### config.mk
export PLATFORM = sky130hd
export DESIGN_NAME = pc_fetch_ras_unit
export DESIGN_NICKNAME = d
export VERILOG_FILES = /design/src/rtl/pc_fetch_ras_unit.sv
export SDC_FILE = /design/constraint.sdc
export NUM_CORES = 1
export LEC_CHECK = 0
export CORE_UTILIZATION = 30
export DETAILED_ROUTE_END_ITERATION = 8
export GPL_ROUTABILITY_DRIVEN = 0
export PLACE_DENSITY_LB_ADDON = 0.25
export SKIP_LAST_GASP = 1
export SYNTH_ARGS = -nofsm -noshare
export SYNTH_HDL_FRONTEND = slang
export SYNTH_SLANG_ARGS = --single-unit
### constraint.sdc
create_clock -name clk -period 5.95 [get_ports clk]
set_input_delay 0.595 -clock clk [delete_from_list [all_inputs] [get_ports clk]]
set_output_delay 0.595 -clock clk [all_outputs]
set_load 0.01 [all_outputs]
### src/rtl/pc_fetch_ras_unit.sv
// Instruction-fetch unit: holds the PC, selects the next PC from sequential,
// jump, branch, call, indirect call or return, and keeps a circular hardware
// return-address stack so RET needs no register operand.
module pc_fetch_ras_unit #(
    parameter int              XLEN      = 32,
    parameter logic [XLEN-1:0] RESET_PC  = '0,
    parameter int              RAS_DEPTH = 8
) (
    input  logic                         clk,
    input  logic                         reset,
    input  logic                         stall,
    input  logic                         SIG_Jump,
    input  logic                         SIG_Call,
    input  logic                         SIG_CALL_RS1,
    input  logic                         SIG_RET,
    input  logic                         SIG_BEQ,
    input  logic                         SIG_BNE,
    input  logic                         SIG_EQ,
    input  logic [XLEN-1:0]              jumpAddress,
    input  logic [XLEN-1:0]              branchAddress,
    input  logic [XLEN-1:0]              callRs1Address,
    input  logic [XLEN-1:0]              imem_data,
    output logic [XLEN-1:0]              imem_addr,
    output logic [XLEN-1:0]              instruction,
    output logic [XLEN-1:0]              PC4,
    output logic [XLEN-1:0]              pc,
    output logic [$clog2(RAS_DEPTH):0]   ras_count,
    output logic                         ras_overflow,
    output logic                         ras_underflow,
    output logic                         misalign
);

    localparam int PW = $clog2(RAS_DEPTH);
    localparam int CW = PW + 1;

    // Return-address storage; ras_ptr_reg always points at the next free
    // slot, so once the stack is full it also points at the oldest entry,
    // which is exactly the one a further push must overwrite.
    logic [XLEN-1:0] ras_mem [RAS_DEPTH];

    logic [XLEN-1:0] pc_reg, pc_next;
    logic [PW-1:0]   ras_ptr_reg, ras_ptr_next;
    logic [CW-1:0]   ras_count_reg, ras_count_next;
    logic            overflow_reg, overflow_next;
    logic            underflow_reg, underflow_next;
    logic            misalign_reg, misalign_next;

    logic [XLEN-1:0] pc4;
    logic [XLEN-1:0] target;
    logic [XLEN-1:0] ras_top;
    logic [PW-1:0]   top_idx;
    logic [PW-1:0]   ras_wr_idx;
    logic            ras_wr_en;
    logic            ras_empty;
    logic            ras_full;
    logic            is_call;
    logic            branch_taken;

    assign pc4          = pc_reg + XLEN'(4);
    assign top_idx      = ras_ptr_reg - PW'(1);
    assign ras_top      = ras_mem[top_idx];
    assign ras_empty    = (ras_count_reg == '0);
    assign ras_full     = (ras_count_reg == CW'(RAS_DEPTH));
    assign is_call      = SIG_Call | SIG_CALL_RS1;
    assign branch_taken = (SIG_BEQ & SIG_EQ) | (SIG_BNE & ~SIG_EQ);

    assign imem_addr     = pc_reg;
    assign instruction   = imem_data;
    assign PC4           = pc4;
    assign pc            = pc_reg;
    assign ras_count     = ras_count_reg;
    assign ras_overflow  = overflow_reg;
    assign ras_underflow = underflow_reg;
    assign misalign      = misalign_reg;

    // Next-PC selection, stack pointer/count update and flag generation.
    always_comb begin
        target         = pc4;
        pc_next        = pc_reg;
        ras_ptr_next   = ras_ptr_reg;
        ras_count_next = ras_count_reg;
        ras_wr_en      = 1'b0;
        ras_wr_idx     = ras_ptr_reg;
        overflow_next  = 1'b0;
        underflow_next = 1'b0;
        misalign_next  = 1'b0;

        if (!stall) begin
            if (SIG_RET) begin
                if (ras_empty) begin
                    target         = pc4;
                    underflow_next = 1'b1;
                end else begin
                    target = ras_top;
                end
            end else if (SIG_CALL_RS1) begin
                target = callRs1Address;
            end else if (SIG_Call || SIG_Jump) begin
                target = jumpAddress;
            end else if (branch_taken) begin
                target = branchAddress;
            end

            misalign_next = |target[1:0];
            pc_next       = {target[XLEN-1:2], 2'b00};

            if (SIG_RET && is_call) begin
                // Pop-then-push: the top is replaced in place, or on an empty
                // stack the return address becomes the single entry.
                ras_wr_en = 1'b1;
                if (ras_empty) begin
                    ras_wr_idx     = ras_ptr_reg;
                    ras_ptr_next   = ras_ptr_reg + PW'(1);
                    ras_count_next = CW'(1);
                end else begin
                    ras_wr_idx = top_idx;
                end
            end else if (SIG_RET) begin
                if (!ras_empty) begin
                    ras_ptr_next   = top_idx;
                    ras_count_next = ras_count_reg - CW'(1);
                end
            end else if (is_call) begin
                ras_wr_en    = 1'b1;
                ras_wr_idx   = ras_ptr_reg;
                ras_ptr_next = ras_ptr_reg + PW'(1);
                if (ras_full) begin
                    overflow_next = 1'b1;
                end else begin
                    ras_count_next = ras_count_reg + CW'(1);
                end
            end
        end
    end

    // PC, stack bookkeeping and one-cycle flags.
    always_ff @(posedge clk) begin
        if (reset) begin
            pc_reg        <= RESET_PC;
            ras_ptr_reg   <= '0;
            ras_count_reg <= '0;
            overflow_reg  <= 1'b0;
            underflow_reg <= 1'b0;
            misalign_reg  <= 1'b0;
        end else begin
            pc_reg        <= pc_next;
            ras_ptr_reg   <= ras_ptr_next;
            ras_count_reg <= ras_count_next;
            overflow_reg  <= overflow_next;
            underflow_reg <= underflow_next;
            misalign_reg  <= misalign_next;
        end
    end

    // Return-address write; contents need no reset since the count gates use.
    always_ff @(posedge clk) begin
        if (!reset && ras_wr_en) begin
            ras_mem[ras_wr_idx] <= pc4;
        end
    end

endmodule
==> results.yml, run 1 <==
floorplan:
  start_util: 0.3035
  die_area_um2: 45490
  core_area_um2: 44120
  fp-row-count: 77
  die_w_um: 213.3
  die_y_um: 213.3
  pin_count: 273
cts:
  post_cts_buffers: 0
  cts-htree-levels: 1
  clock-sinks: 280
  cts_root_buf: "clkbuf_16"
  clockBufferDepth: 3
  clk_latency_ps: 560
  tritoncts: "built"
  cts_buffers: 30
  postCtsResizedCells: 0
  hold_buffers: 0
  clk_pin_slew_ps: 60
min_path:
  hold_path_class: "reg -> reg"
  worstHoldPathCells: 2
yosys:
  synthTopCellsByArea: "edfxtp_1 54%, mux4_2 10%, dfxtp_1 6.0%"
  yosys.area.top_type: "edfxtp_1"
  seq_area_frac_synth: 0.5979
  postSynthAreaPerCell_um2: 13.03
  synth-seq-cells: 280
  synth_top_area_share: 0.5381
  yosysMostFrequentCell: "edfxtp_1"
  yosysWarnings: 0
  synth_edf_count: 240
  postSynthCellCount: 1028
  synth_cell_types: 71
  synth_flop_cell: "edfxtp_1"
  syn_area_um2: 13390
  synthArstFlopShare: 0
  synth_commonest_cells: "240 x edfxtp_1, 111 x nand2_1, 68 x buf_4"
setup_path:
  crit_path_cell_trace: "nand4_1 > or4_1 > nor3_1 > xor2_1 > clkdlybuf4s50_1"
  worstSetupStartpointType: "flop"
  r2r_cells: 5
  cp-end-kind: "output port"
  critPathMaxFanout: 11
  cp_slowest_cell: "or4_1"
  critical_path.top_delay_family: "simple AND/OR/NAND/NOR gates"
  cp_num_buf_inv: 1
  path_depth: 5
  cp_slowest_stage_delay_ps: 810
  cp.required_ps: 5360
  critPathArrivalTime_ps: 3960
  criticalPathCategory: "reg -> out"
  r2r_slack_ps: 2490
sta:
  max-slew-margin-rel: 0.2456
  hold_viol_final: 0
  period_minus_slack_ps: 4555
  tns_ps: 0
  finalMaxSlewViolations: 0
  max_clock_freq_mhz: 219.5
  setup_viol: 0
  period_share: 0.7656
  worst_pin_slew_ps: 1131
  finClkSkew_ps: 13.39
  hold-worst-slack_ps: 568.5
  rsz0062_at_grt: "no"
finish:
  area_delta_synth_final_pct: 25.34
  final_util: 0.3804
  n_antenna_cell: 0
  largest_reg_flops: 240
  instances_no_fill: 1791
  final_nets: 1320
  drive_gt1_frac: 0.1510
placement:
  io_buffers: 202
  place_inst: 1736
  dpl.hpwl_mm: 31.90
global_route:
  grt_pass1_vias: 9446
  grt_pass1_wl_mm: 66.54
  grt_max_degree: 39
  antenna_found_initial: 2
  gr-total-overflow: 0
  grt.total_usage: 0.2047
detailed_routing:
  dr.pass1.iters: 6
  wl_per_cell_um: 26.14
  drc: 0
  drt-vias-per-instance: 5.381
  routed_wl_mm: 46.82
  postRouteAntennaNets: 0
  first_iter_violations: 1032
  vias: 9638
power:
  max-vdd-ir-drop_mv: 0.2084
  leakage_uw: 0.005570
  p_per_area_nw_per_um2: 317.0
job:
  max_cap_viol_count: 0
outcome:
  status: "finished, final reports clean"
-- path summary, 6_finish.rpt --
| check | from | to |
|---|---|---|
| min reg2reg | ras_ptr_reg[1] | ras_ptr_reg[1] |
| min | ras_ptr_reg[1] | ras_ptr_reg[1] |
| max | imem_addr[2] | PC4[27] |
| max reg2reg | ras_ptr_reg[0] | ras_mem[4][20] |
-- cell type report --
cell class / count / area, µm²
timing repair buffer: 241 / 2342
fill: 4300 / 27340
multi-input combinational: 610 / 4668
tap: 592 / 740.7
clock buffer: 37 / 828.3
sequential: 280 / 8011
inverter: 13 / 48.80
clock inverter: 18 / 146.4
-- logic make-up (layout without fill, tap and decap cells) --
kind of cell | count (synthesis) | after routing | synth area share
other | 1 | 6 | 0.0002800
XOR/XNOR | 32 | 32 | 0.02093
multiplexers | 77 | 77 | 0.1141
buffers and inverters | 143 | 309 | 0.06054
AO/OA/AOI/OAI | 202 | 202 | 0.09688
adder cells (fa/ha/maj) | 6 | 6 | 0.006166
flip-flops | 280 | 280 | 0.5979
AND/OR/NAND/NOR | 287 | 287 | 0.1032
-- through the flow --
step / instance area, µm² / power, µW / setup slack [ps]
after floorplan: 13410 / 3003 / 1538
after global placement: 15810 / 3515 / 2060
after detailed placement: 15810 / 3516 / 2027
after CTS: 16790 / 5349 / 1429
after global routing: 16790 / 5498 / 1226
final: 16790 / 5322 / 1395
-- routing by layer --
metal / wire [µm] / track usage
met5: 0 / 0
met4: 1210 / 0.05542
met3: 4066 / 0.03765
met2: 21550 / 0.3249
met1: 19990 / 0.2859
-- where the power goes --
part	switching [µW]	total, µW	internal (µW)
registers	96.3	2340	2240
clock network	778	1850	1070
logic	641	1140	498
-- worst reg2reg max path, cell delays in order, from the launching register on --
cell,delay [ps]
dfxtp_4,700
inv_1,110
ha_2,850
a21oi_1,330
nor2_2,630
buf_4,470
-- cells in the final DEF, fill, tap and decap left out, drive strengths merged, types with 12 or more instances in the layout --
cell type / count
or3: 14
xor2: 18
a21oi: 46
clkbuf: 37
nand3: 28
nand2: 111
clkdlybuf4s50: 200
mux2i: 12
o21ai: 56
edfxtp: 240
nor3: 25
buf: 41
nor2: 59
dfxtp: 40
clkinv: 13
inv: 12
a31oi: 20
xnor2: 14
mux4: 60
(Power assumes the default switching activity.)
==> run 2: changes to the inputs <==
- clock period: 5.95 -> 4.2 ns (I/O delays scaled with it)
==> run 2 against run 1 <==
Against the previous run: hold slack got worse by 120 ps; sequential share of layout area decreased by 0.55 points; power increased by 43%; combinational power increased by 49%; critical path depth increased by 2; via count increased by 0.10%; clock power increased by 41%; sequential cell count unchanged; clock skew increased by 0.73 ps; routed wire length increased by 0.59%; critical endpoint is now PC4[31].
==> results.yml, run 2 (same netlist as run 1, synthesis figures left out) <==
finish:
  layout_commonest_cell: "edfxtp_1"
  area_delta_synth_final_pct: 26.79
  drive_gt1_frac: 0.1714
  largest_reg_flops: 240
  final_nets: 1347
  fin_area_um2: 16980
  mostFrequentLayoutCells: "240 x edfxtp_1, 200 x clkdlybuf4s50_1, 110 x nand2_1"
sta:
  rsz0062_at_grt: "yes"
  max_clock_freq_mhz: 251.9
  period_share: 0.9451
  hold_viol_final: 0
  finalMaxSlewViolations: 0
  setup_viol: 0
  tns_ps: 0
  finClkSkew_ps: 14.12
  max-slew-margin-rel: 0.3192
  worst_pin_slew_ps: 1014
  period_minus_slack_ps: 3969
power:
  p_per_area_nw_per_um2: 446.7
  leakage_uw: 0.005720
  p_sw_frac: 0.2836
  power.share.combinational: 0.224
  p_int_uw: 5434
  p_seq_frac: 0.432
  power.switching_uw: 2151
  max-vdd-ir-drop_mv: 0.2934
  p_clk_frac: 0.344
placement:
  dpl.hpwl_mm: 33.24
  io_buffers: 202
  postPlaceCellArea_um2: 16000
cts:
  cts_buffers: 31
  tritoncts: "built"
  cts_root_buf: "clkbuf_16"
  cts-htree-levels: 1
  clk_pin_slew_ps: 60
  hold_buffers: 0
  clockBufferDepth: 3
  clk_latency_ps: 560
  clock-sinks: 280
setup_path:
  startpoint: "imem_addr[2]"
  crit-reg2reg-launch: "imem_addr[2]"
  critPathArrivalTime_ps: 3550
  r2r_slack_ps: 1300
  worstSetupStartpointType: "flop"
  cp.required_ps: 3780
  cp-end-kind: "output port"
  criticalPathCategory: "reg -> out"
  critPathMaxFanout: 9
detailed_routing:
  dr.pass1.iters: 6
  postRouteAntennaNets: 0
  drt-vias-per-instance: 5.307
  first_iter_violations: 882
  drc: 0
  routed_wl_mm: 47.09
  vias: 9648
  wl_per_cell_um: 25.90
global_route:
  gr-total-overflow: 0
  grt_pass1_vias: 9653
  grt_max_degree: 64
  grt.total_usage: 0.2087
  grt_pass1_wl_mm: 67.91
  antenna_found_initial: 0
floorplan:
  die_y_um: 213.3
  start_util: 0.3035
  core_area_um2: 44120
  pin_count: 273
  die_w_um: 213.3
  die_area_um2: 45490
  fp-row-count: 77
min_path:
  worstHoldStart: "SIG_CALL_RS1"
  hold_path_class: "in -> reg"
job:
  max_cap_viol_count: 0
outcome:
  status: "finished, final reports clean"
run 2: cell count changes in the layout (fill, tap and decap cells not counted), sizes merged:
cell / change
buf: +26
clkbuf: +3
clkinv: -1
clkinvlp: -2
diode: +1
run 2: final timing paths:
check	endpoint	depth (start not counted)
min reg2reg	ras_ptr_reg[1]	2
max	PC4[31]	7
max reg2reg	imem_addr[31]	9
min	imem_addr[29]	5
run 2: final cells by class:
cell class	instances	area (µm²)
Antenna cell	1	2.502
Clock buffer	40	839.6
Clock inverter	15	126.4
Fill cell	4250	27140
Inverter	13	48.80
Multi-Input combinational cell	610	4674
Sequential cell	280	8011
Tap cell	592	740.7
Timing Repair Buffer	267	2537
run 2: power groups by stage:
| stage | combinational [µW] | clock (µW) | sequential [µW] |
|---|---|---|---|
| final | 1700 | 2610 | 3280 |
| after global routing | 1810 | 2760 | 3290 |
| after CTS | 1700 | 2650 | 3270 |
| after detailed placement | 1700 | 0 | 3330 |
| after global placement | 1700 | 0 | 3320 |
| after floorplan | 939 | 0 | 3320 |
run 2: repair_timing:
action,4_1_cts,5_1_grt
buffers inserted,0,0
gates resized for setup,0,3
setup endpoints to repair,0,3
run 2: routing by layer:
layer	track usage	part of all wire	up-vias
met3	0.04221	0.086	98
met5	0	0	-
met2	0.3231	0.46	471
li1	-	-	4227
met4	0.06379	0.030	0
met1	0.2934	0.43	4852
run 2: stage by stage:
stage	setup WS (ps)	power [µW]	hold slack, ps	cells	util
final	230.7	7586	446.7	1818	0.3848
after global routing	1.669	7858	468.0	1817	0.3848
after CTS	39.26	7629	426.6	1817	0.3844
after detailed placement	653.9	5030	556.2	1762	0.3625
after global placement	740.8	5022	547.9	1762	0.3625
after floorplan	-211.8	4255	506.7	1033	-
run 2: worst max-delay path, cell delays in order, from the launching register on:
cell             delay, ps
dfxtp_1                500
nand4_1                130
buf_4                  180
or4_1                  750
nor4_1                 340
buf_4                  200
xor2_1                 280
clkdlybuf4s50_1        620
